## src/rtl/spm_pkg.sv

```systemverilog
// Shared types and helpers for the serial-parallel multiply-accumulate engine.
package spm_pkg;

  localparam int SPM_WIDTH_DEFAULT = 32;

  // Widest accumulator the extension helper can produce.
  localparam int SPM_EXT_MAX = 256;

  typedef enum logic [1:0] {
    IDLE = 2'd0,
    MUL  = 2'd1,
    ACC  = 2'd2,
    FIN  = 2'd3
  } spm_state_t;

  // Bits at and above pw are filled with 'fill' (sign bit, or 0 for zero-extension).
  function automatic logic [SPM_EXT_MAX-1:0] ext(
    input logic [SPM_EXT_MAX-1:0] p,
    input int                     pw,
    input logic                   fill
  );
    logic [SPM_EXT_MAX-1:0] r;
    for (int i = 0; i < SPM_EXT_MAX; i++) begin
      r[i] = (i < pw) ? p[i] : fill;
    end
    return r;
  endfunction

endpackage

```

## src/rtl/spm_shift_add.sv

```systemverilog
// Radix-2 shift-add datapath: one multiplier bit per step, LSB first.
// The upper half accumulates in WIDTH+1 bits, so neither signed nor unsigned sums can overflow.
module spm_shift_add
  import spm_pkg::*;
#(
  parameter int WIDTH = SPM_WIDTH_DEFAULT
) (
  input  logic                 clk,
  input  logic                 rst,
  input  logic                 load,
  input  logic                 step,
  input  logic                 signed_mode,
  input  logic [WIDTH-1:0]     mc,
  input  logic [WIDTH-1:0]     mp_in,
  output logic [2*WIDTH-1:0]   product,
  output logic                 last
);

  localparam int CW = $clog2(WIDTH);

  logic [2*WIDTH-1:0] pp_q, pp_d;
  logic [CW-1:0]      cnt_q, cnt_d;
  logic [WIDTH:0]     hi_ext;
  logic [WIDTH:0]     mc_ext;
  logic [WIDTH:0]     sum;

  assign last    = (cnt_q == '0);
  assign product = pp_q;

  always_comb begin
    pp_d   = pp_q;
    cnt_d  = cnt_q;
    hi_ext = {signed_mode & pp_q[2*WIDTH-1], pp_q[2*WIDTH-1:WIDTH]};
    mc_ext = {signed_mode & mc[WIDTH-1], mc};
    sum    = hi_ext;
    // The multiplier's sign bit carries weight -2^(WIDTH-1) in two's complement.
    if (pp_q[0]) begin
      sum = (signed_mode && last) ? (hi_ext - mc_ext) : (hi_ext + mc_ext);
    end

    if (load) begin
      pp_d  = {{WIDTH{1'b0}}, mp_in};
      cnt_d = CW'(WIDTH - 1);
    end else if (step) begin
      pp_d = {sum, pp_q[WIDTH-1:1]};
      if (cnt_q != '0) begin
        cnt_d = cnt_q - 1'b1;
      end
    end
  end

  always_ff @(posedge clk or posedge rst) begin
    if (rst) begin
      pp_q  <= '0;
      cnt_q <= '0;
    end else begin
      pp_q  <= pp_d;
      cnt_q <= cnt_d;
    end
  end

endmodule

```

## src/rtl/spm_mac.sv

```systemverilog
// Serial-parallel multiply-accumulate: WIDTH+2 edges start-to-done (WIDTH+3 with accumulate).
// start is ignored while busy; no queueing, operands are captured only on acceptance.
module spm_mac
  import spm_pkg::*;
#(
  parameter int WIDTH     = SPM_WIDTH_DEFAULT,
  parameter int ACC_WIDTH = 2*WIDTH + 8
) (
  input  logic                   clk,
  input  logic                   rst,
  input  logic [WIDTH-1:0]       mc,
  input  logic [WIDTH-1:0]       mp,
  input  logic                   start,
  input  logic                   signed_mode,
  input  logic                   acc_en,
  input  logic                   acc_clr,
  output logic                   busy,
  output logic                   done,
  output logic [2*WIDTH-1:0]     prod,
  output logic [ACC_WIDTH-1:0]   acc,
  output logic                   acc_ovf
);

  spm_state_t state_q, state_d;

  logic                 busy_q, busy_d;
  logic                 done_q, done_d;
  logic [2*WIDTH-1:0]   prod_q, prod_d;
  logic [ACC_WIDTH-1:0] acc_q, acc_d;
  logic                 ovf_q, ovf_d;
  logic [ACC_WIDTH-1:0] sum_q, sum_d;
  logic                 sum_ovf_q, sum_ovf_d;
  logic [WIDTH-1:0]     mc_q, mc_d;
  logic                 sgn_q, sgn_d;
  logic                 acc_en_q, acc_en_d;

  logic                 load;
  logic                 step;
  logic                 last;
  logic [2*WIDTH-1:0]   product;
  logic [ACC_WIDTH-1:0] prod_ext;
  logic [ACC_WIDTH:0]   acc_add;
  logic                 add_ovf;

  spm_shift_add #(
    .WIDTH (WIDTH)
  ) u_shift_add (
    .clk         (clk),
    .rst         (rst),
    .load        (load),
    .step        (step),
    .signed_mode (sgn_q),
    .mc          (mc_q),
    .mp_in       (mp),
    .product     (product),
    .last        (last)
  );

  assign prod_ext = ACC_WIDTH'(ext(SPM_EXT_MAX'(product), 2*WIDTH,
                                   sgn_q & product[2*WIDTH-1]));

  assign busy    = busy_q;
  assign done    = done_q;
  assign prod    = prod_q;
  assign acc     = acc_q;
  assign acc_ovf = ovf_q;

  always_comb begin
    state_d   = state_q;
    busy_d    = busy_q;
    done_d    = 1'b0;
    prod_d    = prod_q;
    acc_d     = acc_q;
    ovf_d     = ovf_q;
    sum_d     = sum_q;
    sum_ovf_d = sum_ovf_q;
    mc_d      = mc_q;
    sgn_d     = sgn_q;
    acc_en_d  = acc_en_q;
    load      = 1'b0;
    step      = 1'b0;

    acc_add = {1'b0, acc_q} + {1'b0, prod_ext};
    add_ovf = sgn_q ? ((acc_q[ACC_WIDTH-1] == prod_ext[ACC_WIDTH-1]) &&
                       (acc_add[ACC_WIDTH-1] != acc_q[ACC_WIDTH-1]))
                    : acc_add[ACC_WIDTH];

    case (state_q)
      IDLE: begin
        if (start) begin
          state_d  = MUL;
          busy_d   = 1'b1;
          load     = 1'b1;
          mc_d     = mc;
          sgn_d    = signed_mode;
          acc_en_d = acc_en;
        end
      end
      MUL: begin
        step = 1'b1;
        if (last) begin
          state_d = acc_en_q ? ACC : FIN;
        end
      end
      ACC: begin
        // Sum is staged so acc becomes visible on the same edge as prod and done.
        state_d = FIN;
        if (acc_clr) begin
          sum_d     = prod_ext;
          sum_ovf_d = 1'b0;
        end else begin
          sum_d     = acc_add[ACC_WIDTH-1:0];
          sum_ovf_d = ovf_q | add_ovf;
        end
      end
      FIN: begin
        state_d = IDLE;
        busy_d  = 1'b0;
        done_d  = 1'b1;
        prod_d  = product;
        if (acc_en_q) begin
          acc_d = sum_q;
          ovf_d = sum_ovf_q;
        end
      end
      default: state_d = IDLE;
    endcase

    // In the ACC cycle the clear is already folded into the staged sum.
    if (acc_clr && (state_q != ACC)) begin
      acc_d = '0;
      ovf_d = 1'b0;
    end
  end

  always_ff @(posedge clk or posedge rst) begin
    if (rst) begin
      state_q   <= IDLE;
      busy_q    <= 1'b0;
      done_q    <= 1'b0;
      prod_q    <= '0;
      acc_q     <= '0;
      ovf_q     <= 1'b0;
      sum_q     <= '0;
      sum_ovf_q <= 1'b0;
      mc_q      <= '0;
      sgn_q     <= 1'b0;
      acc_en_q  <= 1'b0;
    end else begin
      state_q   <= state_d;
      busy_q    <= busy_d;
      done_q    <= done_d;
      prod_q    <= prod_d;
      acc_q     <= acc_d;
      ovf_q     <= ovf_d;
      sum_q     <= sum_d;
      sum_ovf_q <= sum_ovf_d;
      mc_q      <= mc_d;
      sgn_q     <= sgn_d;
      acc_en_q  <= acc_en_d;
    end
  end

endmodule

```

## config.mk

```make
export PLATFORM = sky130hd
export DESIGN_NAME = spm_mac
export DESIGN_NICKNAME = d
export VERILOG_FILES = /design/src/rtl/spm_pkg.sv /design/src/rtl/spm_shift_add.sv /design/src/rtl/spm_mac.sv
export SDC_FILE = /design/constraint.sdc
export NUM_CORES = 1
export LEC_CHECK = 0
export BUFFER_PORTS_ARGS = -buffer_cell sky130_fd_sc_hd__buf_2
export CORE_UTILIZATION = 35
export CTS_CLUSTER_DIAMETER = 100
export CTS_CLUSTER_SIZE = 12
export DETAILED_ROUTE_END_ITERATION = 8
export GPL_TIMING_DRIVEN = 1
export PLACE_DENSITY = 0.57
export SLEW_MARGIN = 20
export SYNTH_ARGS = -nofsm -noshare
export SYNTH_HDL_FRONTEND = slang
export SYNTH_SLANG_ARGS = --single-unit
```

## constraint.sdc

```tcl
create_clock -name clk -period 11.2 [get_ports clk]
set_input_delay 1.12 -clock clk [delete_from_list [all_inputs] [get_ports clk]]
set_output_delay 1.12 -clock clk [all_outputs]
set_load 0.01 [all_outputs]
```

== Yosys cells after proc, flatten, opt, wreduce, memory -nomap -nowiden ==
Cells that the tools add are included.
Cells by class
  reductions and logical operators: 16
  multiplexer cells: 26
  equality and inequality tests: 8
  magnitude comparators: 0
  shifts and indexed selects: 0
  multiply operators: 0
  divide/modulo/power cells: 0
  add/sub/neg operators: 4
  bitwise gates (word level): 3
Operator list (number)
  two-way mux 72 bit: 4
  two-way mux 64 bit: 2
  adder 72 x 72 -> 73 bit: 1
  two-way mux 33 bit: 2
  adder 33 bit: 1
  subtractor 33 bit: 1
  two-way mux 5 bit: 3
  two-way mux 1 bit: 11
  AND reduction 2 bit: 5
  nonzero test 2 bit: 5
  case mux 2 bit (4 select lines): 1
  zero test 5 bit: 1
  nonzero test 5 bit: 1
  subtractor 5 x 1 -> 5 bit (second input constant): 1
  equality test 2 bit (second input constant): 2
  two-way mux 2 bit: 2
  != test 2 bit (second input constant): 2
  logical AND 1 bit: 3
  AND 1 bit: 2
  equality test 2 x 1 -> 1 bit (second input constant): 1
  zero test 2 bit: 1
  != test 2 x 1 -> 1 bit (second input constant): 1
  case mux 1 bit (2 select lines): 1
  equality test 1 bit: 1
  2 further kinds: 2
Word-level totals
  input port bits: 70
  logic and storage cells: 70
  output and inout bits: 139
  memories: 0
  bits in writable memories: 0
  flip-flop bits (word level): 317
  ROM bits: 0
  bits in latches: 0

== Logic depth before layout (Yosys ltp) ==
  depth in word-level cells: 7
  depth in mapped cells: 19
  mapped depth without buffers: 19

== Modules after synthesis ==
Synthesis repeated with hierarchy kept, for this count alone.
Unflattened totals
  cell total of the unflattened synthesis: 2180
  area total of the unflattened synthesis: 19815.3 sq um
By module, submodules not included
  spm_mac: cells each 1510, seq. area each 6206.0 sq um, area each 14118.5 sq um, times used 1
  spm_shift_add: cells each 670, seq. area each 1726.7 sq um, area each 5696.7 sq um, times used 1

== Worst setup path before layout ==
Ideal clock, no wire load.
  path kind: reg2reg
  from: register u_shift_add.cnt_q[0]
  to: register u_shift_add.pp_q[63] (netlist: u_shift_add.product[63])
  buffers on the path: 1
  slack: 6.905 ns
  required time: 11.077 ns
  clock period less this slack: 4.295 ns
  stages on the path, launching flop included: 20
  data arrival time: 4.172 ns
  setup time: 0.123 ns
  cells stage by stage: dfrtp_1 -> inv_1 -> ha_1 -> nor4b_1 -> and2_1 -> clkbuf_1 -> nor2_1 -> xnor2_1 -> ha_1 -> o21a_1 -> o2111ai_1 -> o211ai_1 -> o211ai_1 -> a21oi_1 -> o21ai_0 -> o21a_1 -> or4_1 -> nand3_1 -> and3_1 -> nor3_2
On the way
  word-level cells in the longest chain between the ends: 6
RTL lines
  from (decl): line spm_shift_add.sv:22  | logic [CW-1:0] cnt_q, cnt_d;
  from (signal assigned): line spm_shift_add.sv:58  | cnt_q <= cnt_d;
  zero test 5 bit: line spm_shift_add.sv:27  | assign last = (cnt_q == '0);
  logical AND 1 bit: line spm_shift_add.sv:38  | sum = (signed_mode && last) ? (hi_ext - mc_ext) : (hi_ext + mc_ext);
  two-way mux 33 bit: line spm_shift_add.sv:38
  two-way mux 33 bit: line spm_shift_add.sv:37  | if (pp_q[0]) begin
  two-way mux 64 bit: line spm_shift_add.sv:44  | end else if (step) begin
  two-way mux 64 bit: line spm_shift_add.sv:41  | if (load) begin
  to (signal assigned): line spm_shift_add.sv:57  | pp_q <= pp_d;
  to (decl): line spm_shift_add.sv:21  | logic [2*WIDTH-1:0] pp_q, pp_d;
Every way passes these cells. The select of a mux whose other input is x is not followed.
A chain may end at the register's enable or synchronous reset.

== Worst setup path in the final report ==
Same ends and word-level chain as after synthesis.

==> results.json <==
{
  "worstHoldPathType": "flop to flop",
  "synth_edf_count": 0,
  "place_congestion": 0.877,
  "place_inst": 3098,
  "yosysUniqueCellTypes": 75,
  "ys_warn_count": 0,
  "portBuffers": 208,
  "min_path_cells": 1,
  "min_period_over_period": 0.461,
  "vias": 16800,
  "h-tree-depth": 1,
  "grt_overflow": 0,
  "power.density_nw_per_um2": 353,
  "total_power_mw": 7.83,
  "leakage_nw": 10.4,
  "final_layout_size_suffix_gt1_frac": 0.152,
  "cts_resized": 0,
  "grt_pass1_wl_mm": 92.0,
  "final_hold_viol_count": 0,
  "synth_area_sq_um": 19700,
  "die_h_microns": 239,
  "synth_most_common_cell": "nand2_1",
  "clock_path_buffers": 3,
  "routed_via_density": 5.35,
  "grt_pass1_vias": 16400,
  "rsz0062_at_grt": "false",
  "dp_slack_ns": 6.08,
  "netlist.area_leader.share": 0.402,
  "dp_hpwl_mm": 42.5,
  "critPathMaxFanout": 19,
  "ys_top_cells_by_area": "dfrtp_1 (40%), ha_1 (7.0%), nand2_1 (6.9%)",
  "maxSlewViolCount": 0,
  "synth_seq_area_share": 0.402,
  "die_w_microns": 239,
  "clock_latency_ns": 0.60,
  "async_reset_ff_frac": 1.00,
  "critPathRequiredTime_ns": 11.68,
  "cts_sinks": 317,
  "io_pins": 209,
  "syn_area_per_cell_sq_um": 8.75,
  "core.rowCount": 86,
  "fmax_mhz": 194,
  "area_growth_pct": 12.5,
  "antenna_found_initial": 1,
  "finalCriticalPeriod_ns": 5.17,
  "cts_root_buffer": "clkbuf_16",
  "crit_type": "flop to flop",
  "fillers": 5563,
  "ctsHoldBuffers": 0,
  "finClkSkew_ns": 0.0228,
  "clk_pin_slew_worst_paths_ns": 0.07,
  "startpoint": "u_shift_add.cnt_q[0]$_DFFE_PP0P_",
  "cp_data_arrival_time_ns": 5.65,
  "fin_ws_ns": 6.03,
  "min_from": "sum_q[70]$_DFFE_PP0P_",
  "slew_headroom": 0.306,
  "core-area_sq_um": 55400,
  "wirelength_mm": 58.2,
  "drt-initial-drc-count": 957,
  "netlist_instances": 2255,
  "r2r-start": "u_shift_add.cnt_q[0]$_DFFE_PP0P_",
  "die-area_sq_um": 57300,
  "ys_ff_latch": 317,
  "cp-start-kind": "flop",
  "cts_tree": "built",
  "fin_cells": 3133,
  "setup.worst_path.end_class": "flop",
  "fin_tns_setup_ns": 0,
  "cts_setup_buffers": 0,
  "grt_max_degree": 118,
  "hold_path_end": "sum_q[70]$_DFFE_PP0P_",
  "whs_ns": 0.477,
  "drtPass1Iterations": 5,
  "r2r_slack_ns": 6.03,
  "worst_slew_pin_slew_ns": 1.04,
  "max_cap_violations": 0,
  "status": "finished clean",
  "ant_nets": 0,
  "synth_flop_cell": "dfrtp_1",
  "rr_endpoint": "u_shift_add.product[63]$_DFFE_PP0P_",
  "vdd_drop_max_uv": 167,
  "final_nets": 2565,
  "routedWlPerCell_microns": 18.6,
  "drc": 0,
  "syn_nets": 2438,
  "reg2regPathDepth": 17,
  "start_util": 0.356,
  "synth_common_cells": "nand2_1 (361), dfrtp_1 (317), a21oi_1 (246)",
  "synth_top_area_cell": "dfrtp_1",
  "numCtsBuffers": 30,
  "grt.total_usage": 0.202,
  "finalSetupViolCount": 0
}
-- metal layers --
layer / vias up / GRT usage / wire length (microns)
met1: 8143 / 0.286 / 28200
li1: 8207 / - / -
met5: - / 0 / 0
met4: 0 / 0.0544 / 1540
met2: 340 / 0.321 / 25900
met3: 75 / 0.0266 / 2510
-- per-stage QoR --
| stage | util | instance area, sq um |
|---|---|---|
| floorplan | - | 19700 |
| global placement | 0.386 | 21400 |
| detailed placement | 0.386 | 21400 |
| CTS | 0.400 | 22200 |
| global route | 0.401 | 22200 |
| finish | 0.401 | 22200 |
-- power breakdown --
part	internal [mW]	switching, mW	total (mW)	leakage, nW
logic	1.89	2.71	4.60	6.16
clock network	0.491	0.440	0.931	0.391
registers	1.70	0.601	2.30	3.89
total	4.08	3.75	7.83	10.4
-- critical path: stages (launching register included) --
cell and delay [ns]:
dfrtp_1 0.38, inv_1 0.13, ha_1 0.15, nor4b_1 0.67
nand2_1 0.61, mux2i_1 0.43, fa_1 0.29, a211oi_1 0.09
o21a_1 0.23, o211ai_1 0.31, o211ai_1 0.17, a21oi_1 0.20
o21ai_0 0.22, o21a_1 0.31, or4_1 0.54, nand3_1 0.11
and3_1 0.17, nor3_2 0.04
-- how the worst max path moves through the flow --
| stage | to | slack, ns |
|---|---|---|
| 5_1_grt | u_shift_add.product[63]$_DFFE_PP0P_ | 5.54 |
| 3_3_place_gp | u_shift_add.product[63]$_DFFE_PP0P_ | 6.22 |
| 6_report | u_shift_add.product[63]$_DFFE_PP0P_ | 6.03 |
| 4_1_cts | u_shift_add.product[63]$_DFFE_PP0P_ | 6.07 |
| 2_1_floorplan | acc[0]$_DFFE_PP0P_ | 1.31 |
| 3_5_place_dp | u_shift_add.product[63]$_DFFE_PP0P_ | 6.08 |
-- flip-flops by register name, indices dropped and copies added, names as in the netlist --
name / count
acc: 72
acc_en_q: 1
acc_ovf: 1
busy: 1
done: 1
mc_q: 32
prod: 64
sgn_q: 1
state_q: 2
sum_ovf_q: 1
sum_q: 72
u_shift_add.cnt_q: 5
u_shift_add.product: 64
-- logic make-up after synthesis --
logic type,Yosys count,synth area share
AO/OA/AOI/OAI,609,0.189
XOR/XNOR,126,0.0560
adder cells (fa/ha/maj),113,0.0725
buffers and inverters,177,0.0339
flip-flops,317,0.402
multiplexers,138,0.0746
AND/OR/NAND/NOR,775,0.172
-- layout make-up --
type	count	area, sq um	area share
timing repair buffer	223	1160	0.0521
tap	748	936	0.0422
multi-input combinational	1761	11200	0.503
clock inverter	1	7.51	0.000338
clock buffer	33	793	0.0357
sequential	317	7930	0.357
inverter	49	191	0.00863
antenna	1	2.50	0.000113
-- layout by cell type, fill, tap and decap left out, drive strengths merged, types with 33 or more instances in the layout --
master  synthesis  routed
clkbuf        113      33
mux2i          67      67
a21o           46      46
a21oi         246     246
xnor2          76      76
xor2           50      50
inv            49      49
nand2         361     361
nor2          179     179
nand3          96      96
mux2           71      71
o21ai         142     142
dfrtp         317     317
buf            15     223
ha            111     111
Note: power is estimated with default switching activity, not from simulation.
